File: src/rtl/mem_request_unit.sv
// rtl/mem_request_unit.sv - per-instruction fetch/data request sequencer with PC advance and retire count
// Optional request timeout enabled by defining REQ_TIMEOUT_EN.
module mem_request_unit #(
  parameter int ADDR_W         = 32,
  parameter int DATA_W         = 32,
  parameter int CNT_W          = 32,
  parameter int TIMEOUT_CYCLES = 1024
) (
  input  logic              CLK,
  input  logic              nRST,
  input  logic              ihit,
  input  logic              dhit,
  input  logic              ctr_dREN,
  input  logic              ctr_dWEN,
  input  logic              halt,
  input  logic [ADDR_W-1:0] daddr_in,
  input  logic [DATA_W-1:0] dstore_in,
  output logic              imemREN,
  output logic              dmemREN,
  output logic              dmemWEN,
  output logic [ADDR_W-1:0] dmemaddr,
  output logic [DATA_W-1:0] dmemstore,
  output logic              pc_en,
  output logic              halted,
  output logic [CNT_W-1:0]  retired,
  output logic              req_err
);

  typedef enum logic [1:0] {
    FETCH  = 2'd0,
    DATA   = 2'd1,
    HALTED = 2'd2
  } state_t;

  state_t            state_q, state_d;
  logic [ADDR_W-1:0] addr_q, addr_d;
  logic [DATA_W-1:0] store_q, store_d;
  logic              ren_q, ren_d;
  logic              wen_q, wen_d;
  logic [CNT_W-1:0]  retired_q, retired_d;
  logic              req_err_q, req_err_d;
  logic              pc_en_c;

`ifdef REQ_TIMEOUT_EN
  localparam int TCNT_W = $clog2(TIMEOUT_CYCLES + 1);
  localparam logic [TCNT_W-1:0] TCNT_LAST = TCNT_W'(TIMEOUT_CYCLES - 1);
  logic [TCNT_W-1:0] tcnt_q, tcnt_d;
`endif

  always_comb begin
    state_d   = state_q;
    addr_d    = addr_q;
    store_d   = store_q;
    ren_d     = ren_q;
    wen_d     = wen_q;
    retired_d = retired_q;
    req_err_d = req_err_q;
    pc_en_c   = 1'b0;
`ifdef REQ_TIMEOUT_EN
    tcnt_d    = tcnt_q;
`endif
    case (state_q)
      FETCH: begin
        if (ihit) begin
          if (halt) begin
            state_d = HALTED;
          end else if (ctr_dREN || ctr_dWEN) begin
            // a store wins over a load when both are flagged
            addr_d  = daddr_in;
            store_d = dstore_in;
            ren_d   = ctr_dREN & ~ctr_dWEN;
            wen_d   = ctr_dWEN;
            state_d = DATA;
`ifdef REQ_TIMEOUT_EN
            tcnt_d  = '0;
`endif
          end else begin
            pc_en_c   = 1'b1;
            retired_d = retired_q + 1'b1;
          end
        end
      end
      DATA: begin
        if (dhit) begin
          pc_en_c   = 1'b1;
          retired_d = retired_q + 1'b1;
          state_d   = FETCH;
`ifdef REQ_TIMEOUT_EN
        end else if (tcnt_q == TCNT_LAST) begin
          req_err_d = 1'b1;
          state_d   = HALTED;
        end else begin
          tcnt_d = tcnt_q + 1'b1;
`endif
        end
      end
      HALTED: begin
      end
      default: state_d = FETCH;
    endcase
  end

  always_ff @(posedge CLK or negedge nRST) begin
    if (!nRST) begin
      state_q   <= FETCH;
      addr_q    <= '0;
      store_q   <= '0;
      ren_q     <= 1'b0;
      wen_q     <= 1'b0;
      retired_q <= '0;
      req_err_q <= 1'b0;
`ifdef REQ_TIMEOUT_EN
      tcnt_q    <= '0;
`endif
    end else begin
      state_q   <= state_d;
      addr_q    <= addr_d;
      store_q   <= store_d;
      ren_q     <= ren_d;
      wen_q     <= wen_d;
      retired_q <= retired_d;
      req_err_q <= req_err_d;
`ifdef REQ_TIMEOUT_EN
      tcnt_q    <= tcnt_d;
`endif
    end
  end

  assign imemREN   = (state_q == FETCH);
  assign dmemREN   = (state_q == DATA) && ren_q;
  assign dmemWEN   = (state_q == DATA) && wen_q;
  assign dmemaddr  = addr_q;
  assign dmemstore = store_q;
  assign pc_en     = pc_en_c;
  assign halted    = (state_q == HALTED);
  assign retired   = retired_q;
`ifdef REQ_TIMEOUT_EN
  assign req_err   = req_err_q;
`else
  assign req_err   = 1'b0;
`endif

endmodule

File: config.mk
export PLATFORM = sky130hd
export DESIGN_NAME = mem_request_unit
export DESIGN_NICKNAME = d
export VERILOG_FILES = /design/src/rtl/mem_request_unit.sv
export SDC_FILE = /design/constraint.sdc
export NUM_CORES = 1
export LEC_CHECK = 0
export ABC_AREA = 0
export CAP_MARGIN = 20
export CORE_UTILIZATION = 39
export CTS_CLUSTER_SIZE = 25
export DETAILED_ROUTE_END_ITERATION = 6
export PLACE_DENSITY = 0.77
export SYNTH_ARGS = -nofsm -noshare
export SYNTH_HDL_FRONTEND = slang
export SYNTH_SLANG_ARGS = --single-unit
File: constraint.sdc
create_clock -name CLK -period 2.5 [get_ports CLK]
set_clock_uncertainty 0.2 [all_clocks]
set_input_delay 0.5 -clock CLK [delete_from_list [all_inputs] [get_ports CLK]]
set_output_delay 0.5 -clock CLK [all_outputs]
set_load 0.02 [all_outputs]
==> out/metrics.cfg <==
[synthesis]
ys_seq_elements=100
ys_types=32
seq_area_frac_synth_pct=61.48
ys_top_cells_by_count=dfrtp_1 (100), mux2_2 (66), nor2_1 (19), xor2_1 (19), nand2_1 (16)
synth-simple-area-share_pct=10.05
synth_top_area_share_pct=61.48
yosys.cell_count.top_type=dfrtp_1
synthAdderAreaFrac_pct=0.3074
synth_area_leaders=dfrtp_1 (61%), mux2_2 (18%), xor2_1 (4.1%), xnor2_1 (2.6%), nor2_1 (1.8%)
yosys_most_used_dff=dfrtp_1
syn_area_per_cell_um2=13.70
synth_edf_count=0
synth_xor_area_share_pct=6.671
synth_top_family_by_area=multiplexers
synth-async-reset-ratio_pct=100.0
synth_compound_area_share_pct=0.7070
synth_area_leader_cell=dfrtp_1
yosysWarnings=0
synth.cell_area_um2=4070
synth.net_count=369
synthMuxAreaShare_pct=18.75
synthCells=297

[cts]
clk_latency_ns=0.35
numClockSinks=100
htree_levels=3
cts_made_buffers=9
cts_max_path_buffers=2
cts.reportedPaths.clkPinSlew_ns=0.08
tritoncts=done
cts-root-buf=clkbuf_8

[final_layout]
antennaDiodeCount=0
drive_above_1_share_pct=21.81
fin_util_pct=62.76
nFillCells=804
final_area_um2=6247
nets=554
area_growth_pct=53.49

[worst_setup_path]
r2r_slack_ns=0.20
cp_data_required_time_ns=1.80
path_class=in2out
crit_fanout=3
cp-end-kind=output pin
critPathArrivalTime_ns=1.69
start_kind=input port

[floorplanning]
die_y_um=104.2
num_io_pins=173
core_area_um2=9955
std_cell_rows=36
fp.dieArea_um2=10850
die_x_um=104.2
start_util_pct=40.89

[min_path]
worstHoldPathType=reg2reg

[grt]
globalRouteMet3Util_pct=5.263
grt_pass1_wl_um=15860
top_usage_layer=met2
grt_pass1_vias=3195
antenna_found_initial=0
grt_max_degree=47
track_usage_pct=18.51
grt_use_met2_pct=31.19
use_met1_pct=22.14
gr-total-overflow=0

[detailed_routing]
drt_iter0_markers=83
firstDrtPassIters=4
num_vias=2916
route.detailed.drc=0
viasPerCell=4.711
drtAntennaViolNets=0
drt_wl_total_um=9603
wl_per_cell_um=15.51

[status]
outcome=completed

[job]
max_cap_viol_count=0

[placement]
preCtsSetupSlack_ns=-0.1984
gp_congestion=0.7734
numPortBuffers=171
placed_cell_area_um2=6033
dp_hpwl_um=7219

[timing]
finalSetupTns_ns=0
rsz0062_at_grt=no
setup_ws_ns=0.1093
slew-limit-headroom_pct=59.85
finalCritPeriodShare_pct=95.63
fmax_ghz=0.4183
hold_viol=0
finalSetupViolations=0
worst_pin_slew_ns=0.6022
report.final.slew_viol_count=0
min_period_ns=2.391

[pwr]
p_leak_uw=0.002690
cellPowerDensity_nw_per_um2=979.3
vdd_drop_max_mv=0.6181

==> cells by family (layout without fill, tap and decap cells) <==
| kind of cell | count (synthesis) | in the layout |
|---|---|---|
| AOI/OAI and AO/OA | 4 | 4 |
| DFF | 100 | 100 |
| xor gates and xnor gates | 31 | 31 |
| other | 1 | 1 |
| muxes | 68 | 68 |
| adders and majority gates | 1 | 1 |
| buffers and inverters | 18 | 207 |
| and+or+nand+nor | 74 | 74 |
==> placed cells by master (no fill, tap or decap), types with 7 or more instances in the layout <==
cell,n
dfrtp_1,99
nand2_1,16
xor2_1,19
buf_4,11
inv_1,7
nor2_1,19
clkdlybuf4s50_1,166
clkbuf_8,10
nand3_1,7
nor3_1,8
xnor2_1,12
mux2_2,66
==> worst paths after layout <==
check | from | end | cells after the start
max | ihit | pc_en | 4
min | retired[31] | retired[31] | 1
max reg2reg | retired[10] | retired[25] | 5
min reg2reg | retired[31] | retired[31] | 1
max in group asynchronous | nRST | state_q[0] | 3
min in group asynchronous | nRST | dmemstore[13] | 2
==> through the flow <==
step | hold WS, ns | instances | total power, uW
2_1_floorplan | 0.004409 | 297 | 3695
3_3_place_gp | 0.2709 | 603 | 5053
3_5_place_dp | 0.2664 | 603 | 5132
4_1_cts | 0.2783 | 619 | 6199
5_1_grt | 0.3147 | 619 | 6440
6_report | 0.2776 | 619 | 6118
==> routing by layer <==
metal | vias to the layer above | share of wire, %
li1 | 1369 | -
met1 | 1425 | 41
met2 | 109 | 49
met3 | 13 | 7.1
met4 | 0 | 2.0
met5 | - | 0
==> state kept, by name (all words and copies together), names as in the netlist <==
name / cells
dmemaddr: 32
dmemstore: 32
ren_q: 1
retired: 32
state_q: 2
wen_q: 1
==> layout make-up <==
type | instances | area (um2) | share of cell area (%)
clock buffer | 10 | 137.6 | 2.203
clock inverter | 5 | 61.31 | 0.9814
inverter | 7 | 26.28 | 0.4206
multi-input combinational | 179 | 1499 | 23.99
sequential | 100 | 2504 | 40.08
tap | 133 | 166.4 | 2.664
timing repair buffer | 185 | 1853 | 29.66
==> critical path: stages <==
cell	delay, ns
clkdlybuf4s50_1	0.47
nor2b_2	0.18
a32o_1	0.20
dlygate4sd2_1	0.34
==> power breakdown <==
group	switching, uW	internal, uW
registers	312	2170
clock network	550	488
logic	1170	1430
total	2030	4090
==> repair_timing <==
item | in CTS | in global routing
endpoints found under the setup margin | 3 | 2
hold buffers | 1 | 0
resized for setup | 5 | 2
hold endpoints to repair | 44 | 0
setup buffers | 0 | 0
pin swaps | 0 | 0
No activity file was read; power rests on OpenSTA's default activity.
